$ cat src/rtl/ctrl_pipe_hz_if.sv
// ID-to-EX control bundle for ctrl_pipe_hz.
// The master side is the pipeline around the block: it presents the IF/ID
// instruction plus the hold/flush controls and receives the registered
// ID/EX control word together with the front-end stall request.
interface ctrl_pipe_hz_if;
    logic        id_valid;
    logic [31:0] id_inst;
    logic        hold;
    logic        ex_flush;
    logic        stall;
    logic        ex_valid;
    logic        ex_regwrite;
    logic        ex_memwrite;
    logic [5:0]  ex_extop;
    logic [4:0]  ex_aluop;
    logic [2:0]  ex_npcop;
    logic        ex_alusrc;
    logic [1:0]  ex_wdsel;
    logic [2:0]  ex_dmtype;
    logic [2:0]  ex_muldiv;
    logic [4:0]  ex_rd;
    logic        ex_illegal;
    logic        md_busy;

    modport master (
        output id_valid, id_inst, hold, ex_flush,
        input  stall, ex_valid, ex_regwrite, ex_memwrite, ex_extop, ex_aluop,
               ex_npcop, ex_alusrc, ex_wdsel, ex_dmtype, ex_muldiv, ex_rd,
               ex_illegal, md_busy
    );

    modport slave (
        input  id_valid, id_inst, hold, ex_flush,
        output stall, ex_valid, ex_regwrite, ex_memwrite, ex_extop, ex_aluop,
               ex_npcop, ex_alusrc, ex_wdsel, ex_dmtype, ex_muldiv, ex_rd,
               ex_illegal, md_busy
    );
endinterface

$ cat src/rtl/ctrl_pipe_hz.sv
// RV32I(+M) control decoder with a registered ID/EX control word.
// Handles load-use interlock and multi-cycle mul/div occupancy of EX.
// ALU op codes: 0 add, 1 sub, 2 sll, 3 slt, 4 sltu, 5 xor, 6 srl, 7 sra,
// 8 or, 9 and, 10 pass-B (lui), 11..16 beq/bne/blt/bge/bltu/bgeu.
module ctrl_pipe_hz #(
    parameter bit MULDIV_EN = 1'b1,
    parameter int MUL_LAT   = 2,
    parameter int DIV_LAT   = 8,
    parameter int CNT_W     = 4
) (
    input  logic           clk,
    input  logic           rst,
    ctrl_pipe_hz_if.slave  bus
);
    typedef struct packed {
        logic       valid;
        logic       regwrite;
        logic       memwrite;
        logic [5:0] extop;
        logic [4:0] aluop;
        logic [2:0] npcop;
        logic       alusrc;
        logic [1:0] wdsel;
        logic [2:0] dmtype;
        logic [2:0] muldiv;
        logic [4:0] rd;
        logic       illegal;
    } ctrl_t;

    typedef enum logic {IDLE, BUSY} state_t;

    localparam logic [5:0] EXT_SH = 6'b100000;
    localparam logic [5:0] EXT_I  = 6'b010000;
    localparam logic [5:0] EXT_S  = 6'b001000;
    localparam logic [5:0] EXT_B  = 6'b000100;
    localparam logic [5:0] EXT_U  = 6'b000010;
    localparam logic [5:0] EXT_J  = 6'b000001;

    // Counter reload values: remaining EX cycles after the first one.
    localparam logic [CNT_W-1:0] MUL_CNT = CNT_W'(MUL_LAT - 1);
    localparam logic [CNT_W-1:0] DIV_CNT = CNT_W'(DIV_LAT - 1);

    wire [6:0] opcode = bus.id_inst[6:0];
    wire [4:0] rd     = bus.id_inst[11:7];
    wire [2:0] f3     = bus.id_inst[14:12];
    wire [4:0] rs1    = bus.id_inst[19:15];
    wire [4:0] rs2    = bus.id_inst[24:20];
    wire [6:0] f7     = bus.id_inst[31:25];

    ctrl_t       dec_d;
    ctrl_t       ex_d;
    ctrl_t       ex_q;
    logic        legal_d;
    logic        use_rs1_d;
    logic        use_rs2_d;
    logic        is_div_d;
    logic [4:0]  alu_f3_d;
    state_t      state_q;
    logic [CNT_W-1:0] cnt_q;
    logic        md_busy_q;
    logic        load_use;
    logic        busy_hold;

    // Shared funct3 -> ALU op mapping for R-type and non-shift I-type.
    always_comb begin
        alu_f3_d = 5'd0;
        case (f3)
            3'd0: alu_f3_d = 5'd0;
            3'd1: alu_f3_d = 5'd2;
            3'd2: alu_f3_d = 5'd3;
            3'd3: alu_f3_d = 5'd4;
            3'd4: alu_f3_d = 5'd5;
            3'd5: alu_f3_d = 5'd6;
            3'd6: alu_f3_d = 5'd8;
            default: alu_f3_d = 5'd9;
        endcase
    end

    // Combinational decode of the ID instruction into a control word.
    always_comb begin
        dec_d     = '0;
        legal_d   = 1'b0;
        use_rs1_d = 1'b0;
        use_rs2_d = 1'b0;
        is_div_d  = 1'b0;
        case (opcode)
            7'b0110111: begin
                legal_d = 1'b1; dec_d.regwrite = 1'b1; dec_d.extop = EXT_U;
                dec_d.aluop = 5'd10; dec_d.alusrc = 1'b1;
            end
            7'b0010111: begin
                legal_d = 1'b1; dec_d.regwrite = 1'b1; dec_d.extop = EXT_U;
                dec_d.alusrc = 1'b1;
            end
            7'b1101111: begin
                legal_d = 1'b1; dec_d.regwrite = 1'b1; dec_d.extop = EXT_J;
                dec_d.npcop = 3'b010; dec_d.wdsel = 2'b10;
            end
            7'b1100111: if (f3 == 3'b000) begin
                legal_d = 1'b1; dec_d.regwrite = 1'b1; dec_d.extop = EXT_I;
                dec_d.npcop = 3'b100; dec_d.wdsel = 2'b10; dec_d.alusrc = 1'b1;
                use_rs1_d = 1'b1;
            end
            7'b1100011: if (f3 != 3'b010 && f3 != 3'b011) begin
                legal_d = 1'b1; dec_d.extop = EXT_B; dec_d.npcop = 3'b001;
                use_rs1_d = 1'b1; use_rs2_d = 1'b1;
                case (f3)
                    3'b000:  dec_d.aluop = 5'd11;
                    3'b001:  dec_d.aluop = 5'd12;
                    3'b100:  dec_d.aluop = 5'd13;
                    3'b101:  dec_d.aluop = 5'd14;
                    3'b110:  dec_d.aluop = 5'd15;
                    default: dec_d.aluop = 5'd16;
                endcase
            end
            7'b0000011: if (f3 != 3'b011 && f3 != 3'b110 && f3 != 3'b111) begin
                legal_d = 1'b1; dec_d.regwrite = 1'b1; dec_d.extop = EXT_I;
                dec_d.alusrc = 1'b1; dec_d.wdsel = 2'b01; use_rs1_d = 1'b1;
                case (f3)
                    3'b000:  dec_d.dmtype = 3'b011;
                    3'b001:  dec_d.dmtype = 3'b001;
                    3'b100:  dec_d.dmtype = 3'b100;
                    3'b101:  dec_d.dmtype = 3'b010;
                    default: dec_d.dmtype = 3'b000;
                endcase
            end
            7'b0100011: if (f3 <= 3'b010) begin
                legal_d = 1'b1; dec_d.memwrite = 1'b1; dec_d.extop = EXT_S;
                dec_d.alusrc = 1'b1; use_rs1_d = 1'b1; use_rs2_d = 1'b1;
                case (f3)
                    3'b000:  dec_d.dmtype = 3'b011;
                    3'b001:  dec_d.dmtype = 3'b001;
                    default: dec_d.dmtype = 3'b000;
                endcase
            end
            7'b0010011: begin
                dec_d.regwrite = 1'b1; dec_d.alusrc = 1'b1; use_rs1_d = 1'b1;
                dec_d.extop = EXT_I; dec_d.aluop = alu_f3_d;
                if (f3 == 3'b001) begin
                    legal_d = (f7 == 7'b0000000); dec_d.extop = EXT_SH;
                end else if (f3 == 3'b101) begin
                    legal_d = (f7 == 7'b0000000) || (f7 == 7'b0100000);
                    dec_d.extop = EXT_SH;
                    dec_d.aluop = f7[5] ? 5'd7 : 5'd6;
                end else begin
                    legal_d = 1'b1;
                end
            end
            7'b0110011: begin
                dec_d.regwrite = 1'b1; use_rs1_d = 1'b1; use_rs2_d = 1'b1;
                if (f7 == 7'b0000000) begin
                    legal_d = 1'b1; dec_d.aluop = alu_f3_d;
                end else if (f7 == 7'b0100000 && (f3 == 3'b000 || f3 == 3'b101)) begin
                    legal_d = 1'b1; dec_d.aluop = (f3 == 3'b000) ? 5'd1 : 5'd7;
                end else if (MULDIV_EN && f7 == 7'b0000001) begin
                    legal_d = 1'b1; dec_d.muldiv = {1'b1, f3[1:0]};
                    is_div_d = f3[2];
                end
            end
            default: ;
        endcase
        if (legal_d) begin
            dec_d.valid = 1'b1;
            if (dec_d.regwrite && rd != 5'd0) begin
                dec_d.rd = rd;
            end else begin
                dec_d.regwrite = 1'b0;
                dec_d.rd       = 5'd0;
            end
        end else begin
            dec_d         = '0;
            dec_d.illegal = 1'b1;
            use_rs1_d     = 1'b0;
            use_rs2_d     = 1'b0;
        end
    end

    assign busy_hold = (state_q == BUSY) && (cnt_q != '0);
    assign load_use  = ex_q.valid && (ex_q.wdsel == 2'b01) && (ex_q.rd != 5'd0)
                       && bus.id_valid
                       && ((use_rs1_d && rs1 == ex_q.rd) || (use_rs2_d && rs2 == ex_q.rd));
    // A flushed ID instruction is discarded, so its hazard must not stall.
    assign bus.stall = !rst && (busy_hold || (load_use && !bus.ex_flush));

    // Next ID/EX word when the register is allowed to advance.
    always_comb begin
        ex_d = '0;
        if (!bus.ex_flush && !load_use && bus.id_valid) begin
            ex_d = dec_d;
        end
    end

    // ID/EX register, mul/div occupancy FSM and registered busy flag.
    always_ff @(posedge clk or posedge rst) begin
        if (rst) begin
            ex_q      <= '0;
            state_q   <= IDLE;
            cnt_q     <= '0;
            md_busy_q <= 1'b0;
        end else if (bus.hold) begin
            ex_q <= ex_q;
        end else if (busy_hold) begin
            cnt_q     <= cnt_q - CNT_W'(1);
            md_busy_q <= (cnt_q != CNT_W'(1));
        end else begin
            ex_q <= ex_d;
            if (ex_d.muldiv[2] && (is_div_d ? DIV_CNT : MUL_CNT) != '0) begin
                state_q   <= BUSY;
                cnt_q     <= is_div_d ? DIV_CNT : MUL_CNT;
                md_busy_q <= 1'b1;
            end else begin
                state_q   <= IDLE;
                cnt_q     <= '0;
                md_busy_q <= 1'b0;
            end
        end
    end

    assign bus.ex_valid    = ex_q.valid;
    assign bus.ex_regwrite = ex_q.regwrite;
    assign bus.ex_memwrite = ex_q.memwrite;
    assign bus.ex_extop    = ex_q.extop;
    assign bus.ex_aluop    = ex_q.aluop;
    assign bus.ex_npcop    = ex_q.npcop;
    assign bus.ex_alusrc   = ex_q.alusrc;
    assign bus.ex_wdsel    = ex_q.wdsel;
    assign bus.ex_dmtype   = ex_q.dmtype;
    assign bus.ex_muldiv   = ex_q.muldiv;
    assign bus.ex_rd       = ex_q.rd;
    assign bus.ex_illegal  = ex_q.illegal;
    assign bus.md_busy     = md_busy_q;
endmodule

$ cat src/flat_wrapper.sv
// flat-port wrapper written by rule: the top's interface ports become plain ports
module ctrl_pipe_hz_flat 
#(
    parameter bit MULDIV_EN = 1'b1,
    parameter int MUL_LAT   = 2,
    parameter int DIV_LAT   = 8,
    parameter int CNT_W     = 4
)
  (clk, rst, bus_id_valid, bus_id_inst, bus_hold, bus_ex_flush, bus_stall, bus_ex_valid, bus_ex_regwrite, bus_ex_memwrite, bus_ex_extop, bus_ex_aluop, bus_ex_npcop, bus_ex_alusrc, bus_ex_wdsel, bus_ex_dmtype, bus_ex_muldiv, bus_ex_rd, bus_ex_illegal, bus_md_busy);
  ctrl_pipe_hz_if bus_i ();
  input  logic clk;
  input  logic rst;
  input wire logic [$bits(bus_i.id_valid)-1:0] bus_id_valid;
  input wire logic [$bits(bus_i.id_inst)-1:0] bus_id_inst;
  input wire logic [$bits(bus_i.hold)-1:0] bus_hold;
  input wire logic [$bits(bus_i.ex_flush)-1:0] bus_ex_flush;
  output wire logic [$bits(bus_i.stall)-1:0] bus_stall;
  output wire logic [$bits(bus_i.ex_valid)-1:0] bus_ex_valid;
  output wire logic [$bits(bus_i.ex_regwrite)-1:0] bus_ex_regwrite;
  output wire logic [$bits(bus_i.ex_memwrite)-1:0] bus_ex_memwrite;
  output wire logic [$bits(bus_i.ex_extop)-1:0] bus_ex_extop;
  output wire logic [$bits(bus_i.ex_aluop)-1:0] bus_ex_aluop;
  output wire logic [$bits(bus_i.ex_npcop)-1:0] bus_ex_npcop;
  output wire logic [$bits(bus_i.ex_alusrc)-1:0] bus_ex_alusrc;
  output wire logic [$bits(bus_i.ex_wdsel)-1:0] bus_ex_wdsel;
  output wire logic [$bits(bus_i.ex_dmtype)-1:0] bus_ex_dmtype;
  output wire logic [$bits(bus_i.ex_muldiv)-1:0] bus_ex_muldiv;
  output wire logic [$bits(bus_i.ex_rd)-1:0] bus_ex_rd;
  output wire logic [$bits(bus_i.ex_illegal)-1:0] bus_ex_illegal;
  output wire logic [$bits(bus_i.md_busy)-1:0] bus_md_busy;
  assign bus_i.id_valid = bus_id_valid;
  assign bus_i.id_inst = bus_id_inst;
  assign bus_i.hold = bus_hold;
  assign bus_i.ex_flush = bus_ex_flush;
  assign bus_stall = bus_i.stall;
  assign bus_ex_valid = bus_i.ex_valid;
  assign bus_ex_regwrite = bus_i.ex_regwrite;
  assign bus_ex_memwrite = bus_i.ex_memwrite;
  assign bus_ex_extop = bus_i.ex_extop;
  assign bus_ex_aluop = bus_i.ex_aluop;
  assign bus_ex_npcop = bus_i.ex_npcop;
  assign bus_ex_alusrc = bus_i.ex_alusrc;
  assign bus_ex_wdsel = bus_i.ex_wdsel;
  assign bus_ex_dmtype = bus_i.ex_dmtype;
  assign bus_ex_muldiv = bus_i.ex_muldiv;
  assign bus_ex_rd = bus_i.ex_rd;
  assign bus_ex_illegal = bus_i.ex_illegal;
  assign bus_md_busy = bus_i.md_busy;
  ctrl_pipe_hz #(.MULDIV_EN(MULDIV_EN), .MUL_LAT(MUL_LAT), .DIV_LAT(DIV_LAT), .CNT_W(CNT_W)) u_core (.clk(clk), .rst(rst), .bus(bus_i));
endmodule
$ cat config.mk
export PLATFORM = sky130hd
export DESIGN_NAME = ctrl_pipe_hz_flat
export DESIGN_NICKNAME = d
export VERILOG_FILES = /design/src/rtl/ctrl_pipe_hz_if.sv /design/src/rtl/ctrl_pipe_hz.sv /design/src/flat_wrapper.sv
export SDC_FILE = /design/constraint.sdc
export NUM_CORES = 1
export LEC_CHECK = 0
export CAP_MARGIN = 25
export CORE_AREA = 2 2 74 76
export CTS_CLUSTER_SIZE = 30
export DETAILED_ROUTE_END_ITERATION = 8
export DIE_AREA = 0 0 76 78
export GPL_ROUTABILITY_DRIVEN = 1
export PLACE_DENSITY = 0.78
export SLEW_MARGIN = 20
export SYNTH_ARGS = -nofsm -noshare
export SYNTH_HDL_FRONTEND = slang
export SYNTH_SLANG_ARGS = --single-unit
$ cat constraint.sdc
create_clock -name clk -period 3.65 [get_ports clk]
set_clock_uncertainty 0.15 [all_clocks]
set_input_delay 0.73 -clock clk [delete_from_list [all_inputs] [get_ports clk]]
set_output_delay 0.73 -clock clk [all_outputs]
set_load 0.05 [all_outputs]
==> results of run 1 <==
## sequential cells by signal (all words and copies together) (netlist names), 2 cells and up
signal / flops
u_core.bus.ex_npcop: 3
u_core.cnt_q: 4
u_core.bus.ex_muldiv: 3
u_core.bus.ex_wdsel: 2
u_core.bus.ex_dmtype: 3
u_core.bus.ex_rd: 5
u_core.bus.ex_aluop: 5
u_core.bus.ex_extop: 6
## worst max path at each step
stage / startpoint / end / cells past startpoint / slack [ns]
floorplan: bus_id_inst[12] / bus_stall / 7 / 0.08
global placement: bus_id_inst[14] / bus_stall / 8 / -0.26
finish: bus_id_inst[19] / bus_stall / 8 / -0.05
global route: bus_id_inst[19] / bus_stall / 8 / -0.06
detailed placement: bus_id_inst[14] / bus_stall / 8 / -0.28
CTS: bus_id_inst[14] / bus_stall / 8 / 0.01
## per-layer routing
metal	global-route usage, %	share of wire [%]	vias to the layer above
met5	0	0	-
li1	-	-	1286
met1	32.9	40	1311
met2	46.2	49	163
met3	5.81	7.3	32
met4	11.1	3.8	0
## kinds of logic after synthesis
family / count (synthesis)
adders and majority gates: 2
AOI/OAI and AO/OA: 75
buffers and inverters: 27
DFF: 37
muxes: 1
xor gates and xnor gates: 11
and+or+nand+nor: 125
## synth_stat cells (all sizes together) (2+ instances only)
library cell,instances
nand2b,10
a41oi,2
clkbuf,11
dfrtp,37
nor2b,10
or4,5
o31ai,15
and4b,2
a21oi,11
xnor2,2
xor2,9
buf,8
or3,4
nand4,9
nor2,15
a22oi,2
o21ai,23
nand4b,2
nand2,43
nand3,6
o41ai,9
ha,2
inv,8
nor3,7
nand3b,2
o22ai,2
and3,3
nor4,4
## worst reg2reg max path, delay by kind of cell, from the launching register on
family | cells | cell delay, ns
flip-flops | 1 | 0.41
buffers and inverters | 9 | 1.21
AND/OR/NAND/NOR | 1 | 0.21
AO/OA/AOI/OAI | 4 | 0.65
## timing repair
item                                    in CTS  in global routing
pin swaps                                   16                 17
buffers inserted                            24                  7
gates resized for setup                     38                 32
endpoints found under the setup margin       1                  8
## report_power, final
part / total [mW] / internal [mW] / switching (mW)
clock: 0.375 / 0.222 / 0.153
combinational: 0.184 / 0.0827 / 0.102
sequential: 0.414 / 0.412 / 0.00195
## cells in the final DEF, fill, tap and decap left out, types with 4 or more instances in the layout
master	synthesis	final
clkdlybuf4s50_1	0	50
a21oi_1	11	10
inv_1	8	7
nand3_1	6	5
o31ai_1	15	15
nor2b_1	10	10
nand2b_1	10	10
o21ai_1	6	8
clkbuf_8	0	6
nand2_1	42	42
nand4_1	9	9
dlygate4sd2_1	0	4
buf_4	1	68
nor3_1	7	5
clkdlybuf4s15_1	0	5
xor2_1	9	9
clkbuf_2	0	7
o41ai_1	9	8
nor2_1	15	14
o21ai_0	15	12
dfrtp_1	37	37
## area by class of cell
class,count,area (sq um)
clock buffer,6,82.6
clock inverter,2,37.5
fill,366,1190
inverter,8,30.0
multi-input combinational,214,1450
sequential,37,926
tap,70,87.6
timing repair buffer,142,1240
==> metrics.md, run 1 <==
| Metric | Value |
|---|---|
| DRT Pass-1 Iters | `5` |
| Post-Layout Cell Count | `479` |
| WP data required | `2.77 ns` |
| CP cell instances | `clkdlybuf4s50_1, xor2_1, nor4_2, and3_1, a41oi_2, or4_4, a21oi_4, buf_12` |
| Final HPWL DP | `5.41 mm` |
| Dominant synthesized flop cell | `dfrtp_1` |
| I/O Buffers | `70` |
| Initial antenna violation count | `0` |
| Final design utilization | `76.5%` |
| Area of the die | `5930 sq um` |
| Worst-case clock buffer depth | `2` |
| Adder-cell share of the synthesized area | `1.07%` |
| CP Class | `input port to primary output` |
| Critical Path AT | `around 2.8 ns` |
| Synthesized flop and latch total | `37` |
| Post-synthesis instance total | `278` |
| Max_cap viols | `0` |
| Simple-gate share of the synthesized area | `27.9%` |
| CTS tree | `done` |
| R2R Path End | `u_core.bus.ex_npcop[2]` |
| Die Height | `about 78 microns` |
| Routed vias | `2792` |
| Clock Pin Slew Worst Setup and Hold Paths | `about 0.080 ns` |
| Power per cell area | `253 nW/um^2` |
| Final setup TNS | `-0.0470 ns` |
| Post-synthesis mux area share | `less than 1%` |
| FF-to-FF setup slack | `0.90 ns` |
| Clock latency on the worst-skew pair | `~0.29 ns` |
| Critical Path End Type | `primary output` |
| Largest net degree at the start of global routing | `43` |
| EDFF count, synth | `0` |
| Starting DRT DRC Count | `214` |
| Synth Net Count | `317` |
| Largest stage delay, worst path | `0.55 ns` |
| Via density | `5.83` |
| DRC Markers | `0` |
| Post-Synth XOR/XNOR Area | `4.10%` |
| Seq/Total Area, Yosys | `39.4%` |
| Setup WS pre-CTS | `-0.279 ns` |
| Area grow syn2layout | `64.1%` |
| ANT cells | `0` |
| Initial Utilization | `between 40% and 50%` |
| Worst Reg2Reg Path Length in Cells | `14` |
| Io pins | `71` |
| FP Rows | `26` |
| Worst slew margin | `54.5%` |
| Synth Area in Compound Gates | `22.1%` |
| Post-cts hold buffer count | `0` |
| Worst vdd ir | `around 0.22 mV` |
| Post-route ant nets | `0` |
| Fin. Hold Viols | `0` |
| Worst path slowest cell | `or4_4` |
| WP buf/inv | `2` |
| Post-synth top area cell | `dfrtp_1` |
| CP delay by family, top | `simple AND/OR/NAND/NOR gates` |
| FF-to-FF Start | `u_core.bus.ex_wdsel[1]` |
| Combinational family with the most area after synthesis | `simple AND/OR/NAND/NOR gates` |
| Final setup fails | `1` |
| Design Area, Final | `3850 sq um` |
| Placed insts | `440` |
| Distinct cells, synth | `51` |
| Violated checks | `setup timing` |
| Worst-Margin Slew | `0.681 ns` |
| Worst Hold Depth | `2` |
| Synth async-reset ratio | `100%` |
| F_max | `0.270 GHz` |
| Final worst-path cycle share | `101%` |
| Total Wirelength | `8.36 mm` |
| Final-report max-slew violation count | `0` |
| CTS Buf Count | `5` |
| Synth top area cells | `dfrtp_1, nand2_1, o31ai_1` |
| Pleak | `1.62 nW` |
| Synth warn | `0` |
| Syn Area/Cell | `8.45 sq um` |
| HP Class | `register to register` |
| Core Region | `5040 sq um` |
| Final GP Congestion | `0.906` |
| Placed inst area | `3400 sq um` |
| DR WL/cell | `17.5 microns` |
| First-pass GRT wire length | `12.8 mm` |
| Die Wd | `approximately 76 microns` |
| H-tree levels | `2` |
| Ratio of cells with drive above 1 in the final layout | `approximately 28%` |
| Vias in the first global route | `~2700` |
| Hold Path End | `u_core.bus.ex_extop[0]` |
| Crit path time final | `approximately 3.7 ns` |
| Root buffer selected by CTS | `clkbuf_8` |
| Hold wc startpoint | `u_core.bus.ex_extop[0]` |
| Post-Syn Area | `2350 sq um` |
| Final Hold Slack | `0.328 ns` |
| Area share of the largest cell type after synthesis | `39.4%` |
| Power, Total | `~1 mW` |
| Congestion Overflow GR | `0` |
| Final net count | `447` |
| Startpoint types | `input port` |
| Status | `finished with violations` |
| Crit path max fanout | `2` |
| Clock Sinks | `37` |
| Worst setup margin | `-0.0470 ns` |
| GRT Total Usage | `between 20% and 30%` |
(Power assumes the default switching activity.)
==> inputs of run 2 (changes only) <==
--- a/config.mk
+++ b/config.mk
@@ -6,12 +6,12 @@
 export NUM_CORES = 1
 export LEC_CHECK = 0
 export CAP_MARGIN = 25
-export CORE_AREA = 2 2 74 76
+export CORE_AREA = 2 2 71 73
 export CTS_CLUSTER_SIZE = 30
 export DETAILED_ROUTE_END_ITERATION = 8
-export DIE_AREA = 0 0 76 78
+export DIE_AREA = 0 0 73 75
 export GPL_ROUTABILITY_DRIVEN = 1
-export PLACE_DENSITY = 0.78
+export PLACE_DENSITY = 0.84
 export SLEW_MARGIN = 20
 export SYNTH_ARGS = -nofsm -noshare
 export SYNTH_HDL_FRONTEND = slang
==> constraint.sdc (replaced) <==
create_clock -name clk -period 4.6 [get_ports clk]
set_clock_uncertainty 0.15 [all_clocks]
set_input_delay 0.92 -clock clk [delete_from_list [all_inputs] [get_ports clk]]
set_output_delay 0.92 -clock clk [all_outputs]
set_load 0.05 [all_outputs]
==> run 2 against run 1 <==
  * The flow now finishes without violations
  * Routed wire length fell by 19%
  * Clock power down 40%
  * First-iteration DRC count decreased by 3.7%
  * Largest power group unchanged
==> metrics.md, run 2 (synthesis gave the netlist of run 1 again) <==
| Metric | Value |
|---|---|
| HP Class | `register to register (unchanged)` |
| Final setup fails | `0 (was 1)` |
| Total Wirelength | `6.80 mm (was 8.36 mm)` |
| F_max | `about 0.22 GHz` |
| Clock Pin Slew Worst Setup and Hold Paths | `0.07 ns (was 0.08 ns)` |
| Core Region | `4660 sq um (was 5040 sq um)` |
| I/O Buffers | `70 (unchanged)` |
| Final net count | `388 (was 447)` |
| R2R Path End | `u_core.bus.ex_aluop[2] (was u_core.bus.ex_npcop[2])` |
| Startpoint types | `input port (unchanged)` |
| Via density | `6.00 (was 5.83)` |
| Area of the die | `5480 sq um (was 5930 sq um)` |
| CP cell instances | `clkdlybuf4s50_1, buf_4, nor2b_1, nor3_1, o221ai_1, o211a_2, or4_1, a21oi_1, buf_12 (was clkdlybuf4s50_1, xor2_1, nor4_2, and3_1, a41oi_2, or4_4, a21oi_4, buf_12)` |
| CTS Buf Count | `5 (unchanged)` |
| Crit path time final | `between 4 and 5 ns` |
| Critical Path End Type | `primary output (unchanged)` |
| DR WL/cell | `16.8 microns (was 17.5 microns)` |
| Max_cap viols | `0 (unchanged)` |
| CP delay by family, top | `simple AND/OR/NAND/NOR gates (unchanged)` |
| RSZ-0062 raised after global routing | `no` |
| Die Height | `75 microns (was 78 microns)` |
| Commonest non-fill, non-tap cell in the layout | `clkdlybuf4s50_1 (was buf_4)` |
| Worst Hold Depth | `2 (unchanged)` |
| Worst-case clock buffer depth | `2 (unchanged)` |
| Hold Path End | `u_core.bus.ex_extop[4] (was u_core.bus.ex_extop[0])` |
| H-tree levels | `2 (unchanged)` |
| Initial Utilization | `50.4% (was 46.6%)` |
| FP Rows | `25 (was 26)` |
| # Post-CTS Setup Buffers | `0 (was 24)` |
| Status | `completed (was finished with violations)` |
| Post-route ant nets | `0 (unchanged)` |
| Placed insts | `396 (was 440)` |
| Area grow syn2layout | `37.6% (was 64.1%)` |
| Most frequent cells in the layout | `clkdlybuf4s50_1, nand2_1, dfrtp_1 (was buf_4, clkdlybuf4s50_1, nand2_1)` |
| Worst-Margin Slew | `0.732 ns (was 0.681 ns)` |
| Io pins | `71 (unchanged)` |
| Final-report max-slew violation count | `0 (unchanged)` |
| Final worst-path cycle share | `97.1%` |
| First-pass GRT wire length | `11.0 mm (was 12.8 mm)` |
| Clock Sinks | `37 (unchanged)` |
| Worst Reg2Reg Path Length in Cells | `7 (was 14)` |
| Critical Path AT | `3.39 ns (was 2.82 ns)` |
| Root buffer selected by CTS | `clkbuf_8 (unchanged)` |
| WP buf/inv | `3 (was 2)` |
| FF-to-FF setup slack | `1.96 ns (was 0.90 ns)` |
| Final HPWL DP | `5.18 mm (was 5.41 mm)` |
| Crit path max fanout | `16 (was 2)` |
| FF-to-FF Start | `u_core.cnt_q[0] (was u_core.bus.ex_wdsel[1])` |
| Ratio of cells with drive above 1 in the final layout | `8.00% (was 27.9%)` |
| Vias in the first global route | `2259 (was 2676)` |
| Worst path slowest cell | `clkdlybuf4s50_1 (was or4_4)` |
| Final GP Congestion | `0.921 (was 0.906)` |
| Final setup TNS | `0 ns (was -0.0470 ns)` |
| Largest net degree at the start of global routing | `46 (was 43)` |
| Power per cell area | `209 nW/um^2 (was 253 nW/um^2)` |
| Worst vdd ir | `0.115 mV (was 0.215 mV)` |
| Max FFs per register | `6 (unchanged)` |
| Fin. Hold Viols | `0 (unchanged)` |
| DRC Markers | `0 (unchanged)` |
| Pleak | `1.28 nW (was 1.62 nW)` |
| CTS tree | `done (unchanged)` |
| Congestion Overflow GR | `0 (unchanged)` |
| DRT Pass-1 Iters | `5 (unchanged)` |
| Initial antenna violation count | `0 (unchanged)` |
| Clock latency on the worst-skew pair | `0.29 ns (about the same)` |
| GRT Total Usage | `26.0% (was 26.9%)` |
| Worst slew margin | `51.0% (was 54.5%)` |
| Largest stage delay, worst path | `0.48 ns (was 0.55 ns)` |
| Post-Layout Cell Count | `404 (was 479)` |
| ANT cells | `0 (unchanged)` |
| WP data required | `3.53 ns (was 2.77 ns)` |
| Die Wd | `73 microns (was 76 microns)` |
| CP Class | `input port to primary output (unchanged)` |
| Hold wc startpoint | `u_core.bus.ex_extop[4] (was u_core.bus.ex_extop[0])` |
| Starting DRT DRC Count | `206 (was 214)` |
| Routed vias | `2424 (was 2792)` |
run 2: changes by cell type in the layout (fill, tap and decap cells not counted), moves of 3 or more:
| cell | previous run | this run |
|---|---|---|
| buf_4 | 68 | 13 |
| clkdlybuf4s50_1 | 50 | 69 |
| clkbuf_2 | 7 | 0 |
| clkdlybuf4s15_1 | 5 | 0 |
| dlygate4sd2_1 | 4 | 0 |
| nor4_1 | 1 | 4 |
| o21ai_0 | 12 | 15 |
run 2: worst max-delay path by stage:
stage	startpoint	to	slack [ns]	cells past startpoint
4_1_cts	bus_id_inst[3]	bus_stall	0.18	8
3_3_place_gp	bus_id_inst[2]	bus_stall	0.21	8
6_report	bus_id_inst[12]	bus_stall	0.14	9
3_5_place_dp	bus_id_inst[3]	bus_stall	0.18	8
2_1_floorplan	bus_id_inst[12]	bus_stall	0.28	7
5_1_grt	bus_id_inst[3]	bus_stall	0.007	8
run 2: tightest hold or removal path: cells and delay by family, from the launching register on:
kind             cells  cell delay, ns
flip-flops           1            0.34
AND/OR/NAND/NOR      1            0.05
AO/OA/AOI/OAI        1            0.05
run 2: layer usage:
layer	GRT usage (%)	routed length, microns
met5	0	0
met4	8.02	54
met3	4.55	461
met2	41.0	3260
met1	36.5	3030
run 2: area by class of cell:
class                   count  area [sq um]
fillers                   403          1430
multi-input cells         214          1320
flip-flops and latches     37           926
repair buffers             83           808
clock buffers               6          72.6
well taps                  54          67.6
inverters                   8          30.0
clock inverters             2          10.0
run 2: repair_timing:
item	4_1_cts	5_1_grt
hold buffers	0	0
setup endpoints to repair	0	1
gates resized for setup	0	2
run 2: power by group:
part | switching, mW | internal (mW) | leakage (nW) | total (mW)
Clock | 0.121 | 0.105 | 0.0450 | 0.226
Combinational | 0.0684 | 0.0528 | 0.718 | 0.121
Sequential | 0.00174 | 0.327 | 0.513 | 0.329
run 2: stage by stage:
stage / cell area, sq um / setup WS (ns) / util [%] / power [mW] / hold slack [ns]
after floorplan: 2350 / 0.278 / - / 0.397 / 0.331
after global placement: 3140 / 0.207 / 67.3 / 0.452 / 0.307
after detailed placement: 3140 / 0.180 / 67.3 / 0.455 / 0.317
after CTS: 3220 / 0.176 / 69.0 / 0.677 / 0.333
after global routing: 3230 / 0.00653 / 69.3 / 0.707 / 0.353
final: 3230 / 0.135 / 69.3 / 0.676 / 0.329
==> inputs of run 3 (changes only) <==
--- a/config.mk
+++ b/config.mk
@@ -6,12 +6,15 @@
 export NUM_CORES = 1
 export LEC_CHECK = 0
 export CAP_MARGIN = 25
-export CORE_AREA = 2 2 71 73
+export CELL_PAD_IN_SITES_DETAIL_PLACEMENT = 2
+export CELL_PAD_IN_SITES_GLOBAL_PLACEMENT = 2
+export CORE_AREA = 2 2 93 95
+export CTS_CLUSTER_DIAMETER = 100
 export CTS_CLUSTER_SIZE = 30
 export DETAILED_ROUTE_END_ITERATION = 8
-export DIE_AREA = 0 0 73 75
+export DIE_AREA = 0 0 95 97
 export GPL_ROUTABILITY_DRIVEN = 1
-export PLACE_DENSITY = 0.84
+export PLACE_DENSITY_LB_ADDON = 0.1
 export SLEW_MARGIN = 20
 export SYNTH_ARGS = -nofsm -noshare
 export SYNTH_HDL_FRONTEND = slang
==> run 3 against run 2 <==
  * Register-to-register slack lost 0.07 ns
  * Core utilization shrank 28 points
  * Die area grew 68%
  * Sequential share of layout area shrank 1.0 points
  * Sequential power is essentially flat
  * Combinational power grew 5%
  * First-iteration DRC count shrank 66%
  * Clock power grew 33%
  * Highest routed layer unchanged
==> metrics.md, run 3 (synthesis gave the netlist of run 1 again) <==
| Metric | Value |
|---|---|
| Status | `completed (unchanged)` |
| Worst vdd ir | `0.105 mV (was 0.115 mV)` |
| Vias in the first global route | `2648 (was 2259)` |
| Root buffer selected by CTS | `clkbuf_8 (unchanged)` |
| Largest net degree at the start of global routing | `52 (was 46)` |
| Final design utilization | `41.2% (was 69.3%)` |
| Final HPWL DP | `6.42 mm (was 5.18 mm)` |
| Congestion Overflow GR | `0 (unchanged)` |
| Max_cap viols | `0 (unchanged)` |
| CP cell instances | `clkdlybuf4s50_1, nor2_2, nand3_1, o31ai_2, a41oi_1, or4_1, a21oi_2, buf_12 (was clkdlybuf4s50_1, buf_4, nor2b_1, nor3_1, o221ai_1, o211a_2, or4_1, a21oi_1, buf_12)` |
| ANT cells | `0 (unchanged)` |
| Worst-Margin Slew | `0.926 ns (was 0.732 ns)` |
| Final setup fails | `0 (unchanged)` |
| Starting DRT DRC Count | `71 (was 206)` |
| Hold wc startpoint | `u_core.bus.ex_extop[2] (was u_core.bus.ex_extop[4])` |
| CTS Buf Count | `5 (unchanged)` |
| Startpoint types | `input port (unchanged)` |
| Die Wd | `95 microns (was 73 microns)` |
| Worst setup margin | `0.159 ns (was 0.135 ns)` |
| Post-route ant nets | `0 (unchanged)` |
| Commonest non-fill, non-tap cell in the layout | `clkdlybuf4s50_1 (unchanged)` |
| Critical Path End Type | `primary output (unchanged)` |
| Crit path time final | `4.44 ns (was 4.46 ns)` |
| Critical Path AT | `3.37 ns (was 3.39 ns)` |
| Via density | `5.34 (was 6.00)` |
| Power, Total | `0.755 mW (was 0.676 mW)` |
| Power per cell area | `226 nW/um^2 (was 209 nW/um^2)` |
| R2R Path End | `u_core.bus.ex_dmtype[1] (was u_core.bus.ex_aluop[2])` |
| FP Rows | `33 (was 25)` |
| Filler Cell Count | `922 (was 403)` |
| DR WL/cell | `18.7 microns (was 16.8 microns)` |
| Final worst-path cycle share | `96.5% (was 97.1%)` |
| Final Hold Slack | `0.337 ns (was 0.329 ns)` |
| HP Class | `register to register (unchanged)` |
| FF-to-FF Start | `u_core.cnt_q[0] (unchanged)` |
| Clock Sinks | `37 (unchanged)` |
| Area of the die | `9220 sq um (was 5480 sq um)` |
| Worst path slowest cell | `or4_1 (was clkdlybuf4s50_1)` |
| CTS tree | `done (unchanged)` |
| GRT Total Usage | `18.9% (was 26.0%)` |
| Io pins | `71 (unchanged)` |
| Initial antenna violation count | `0 (unchanged)` |
| Max FFs per register | `6 (unchanged)` |
| Worst Hold Depth | `2 (unchanged)` |
| First-pass GRT wire length | `13.6 mm (was 11.0 mm)` |
| Routed vias | `2437 (was 2424)` |
| Design Area, Final | `3350 sq um (was 3230 sq um)` |
| Worst-case clock buffer depth | `2 (unchanged)` |
| Initial Utilization | `28.9% (was 50.4%)` |
| Most frequent cells in the layout | `clkdlybuf4s50_1, nand2_1, dfrtp_1 (unchanged)` |
| Worst Reg2Reg Path Length in Cells | `7 (unchanged)` |
| Sequential Area | `926 sq um (unchanged)` |
| FF-to-FF setup slack | `1.89 ns (was 1.96 ns)` |
| H-tree levels | `2 (unchanged)` |
| Hold Path End | `u_core.bus.ex_extop[2] (was u_core.bus.ex_extop[4])` |
| DRC Markers | `0 (unchanged)` |
| Largest stage delay, worst path | `0.58 ns (was 0.48 ns)` |
| F_max | `0.225 GHz (was 0.224 GHz)` |
| Post-Layout Cell Count | `456 (was 404)` |
| Area grow syn2layout | `42.6% (was 37.6%)` |
| Final net count | `389 (was 388)` |
| Setup WS pre-CTS | `0.0509 ns (was 0.180 ns)` |
| Final GP Congestion | `0.851 (was 0.921)` |
| Clock latency on the worst-skew pair | `0.31 ns (was 0.29 ns)` |
| Crit path max fanout | `5 (was 16)` |
| Total Wirelength | `8.52 mm (was 6.80 mm)` |
| WP data required | `3.53 ns (about the same)` |
| Area of the multi-input gates | `1330 sq um (was 1320 sq um)` |
| Worst slew margin | `38.2% (was 51.0%)` |
| CP Class | `input port to primary output (unchanged)` |
| Die Height | `97 microns (was 75 microns)` |
| I/O Buffers | `70 (unchanged)` |
| DRT Pass-1 Iters | `4 (was 5)` |
| Placed insts | `448 (was 396)` |
| Pleak | `1.30 nW (was 1.28 nW)` |
| Placed inst area | `3210 sq um (was 3140 sq um)` |
| Ratio of cells with drive above 1 in the final layout | `9.69% (was 8.00%)` |
| Fin. Hold Viols | `0 (unchanged)` |
| Clock Pin Slew Worst Setup and Hold Paths | `0.07 ns (about the same)` |
| Core Region | `8130 sq um (was 4660 sq um)` |
| Final-report max-slew violation count | `0 (unchanged)` |
| Final setup TNS | `0 ns (unchanged)` |
## run 3: how the worst max path moves through the flow
stage / start / endpoint / slack (ns) / cells after the start
floorplan: bus_id_inst[12] / bus_stall / 0.28 / 7
global placement: bus_id_inst[3] / bus_stall / 0.09 / 8
detailed placement: bus_id_inst[3] / bus_stall / 0.05 / 8
CTS: bus_id_inst[3] / bus_stall / 0.02 / 8
global route: bus_id_inst[3] / bus_stall / -0.04 / 8
finish: bus_id_inst[3] / bus_stall / 0.16 / 8
## run 3: layout make-up
cell class                 instances  share of cell area (%)
multi-input combinational        214                    39.8
sequential                        37                    27.6
timing repair buffer              84                    24.4
tap                              105                    3.92
clock buffer                       5                    2.05
clock inverter                     3                    1.31
inverter                           8                   0.897
## run 3: power breakdown
part / internal (mW) / switching [mW] / leakage [nW]
logic: 0.0543 / 0.0726 / 0.725
clock network: 0.163 / 0.137 / 0.0585
registers: 0.327 / 0.00167 / 0.513
## run 3: repair_timing
action,CTS,global route
buffers inserted,0,0
hold buffers,0,0
gates resized for setup,0,6
endpoints found under the setup margin,0,1
## run 3: worst max-delay path, delay by kind of cell
kind	cells	cell delay [ns]
buffers and inverters	2	0.68
and+or+nand+nor	3	1.04
AOI/OAI and AO/OA	3	0.73
## run 3: metal layers
metal  share of wire, %  track usage, %
met4               0.89            4.01
met5                  0               0
met2                 50            32.1
met3                3.2            2.80
met1                 46            25.3
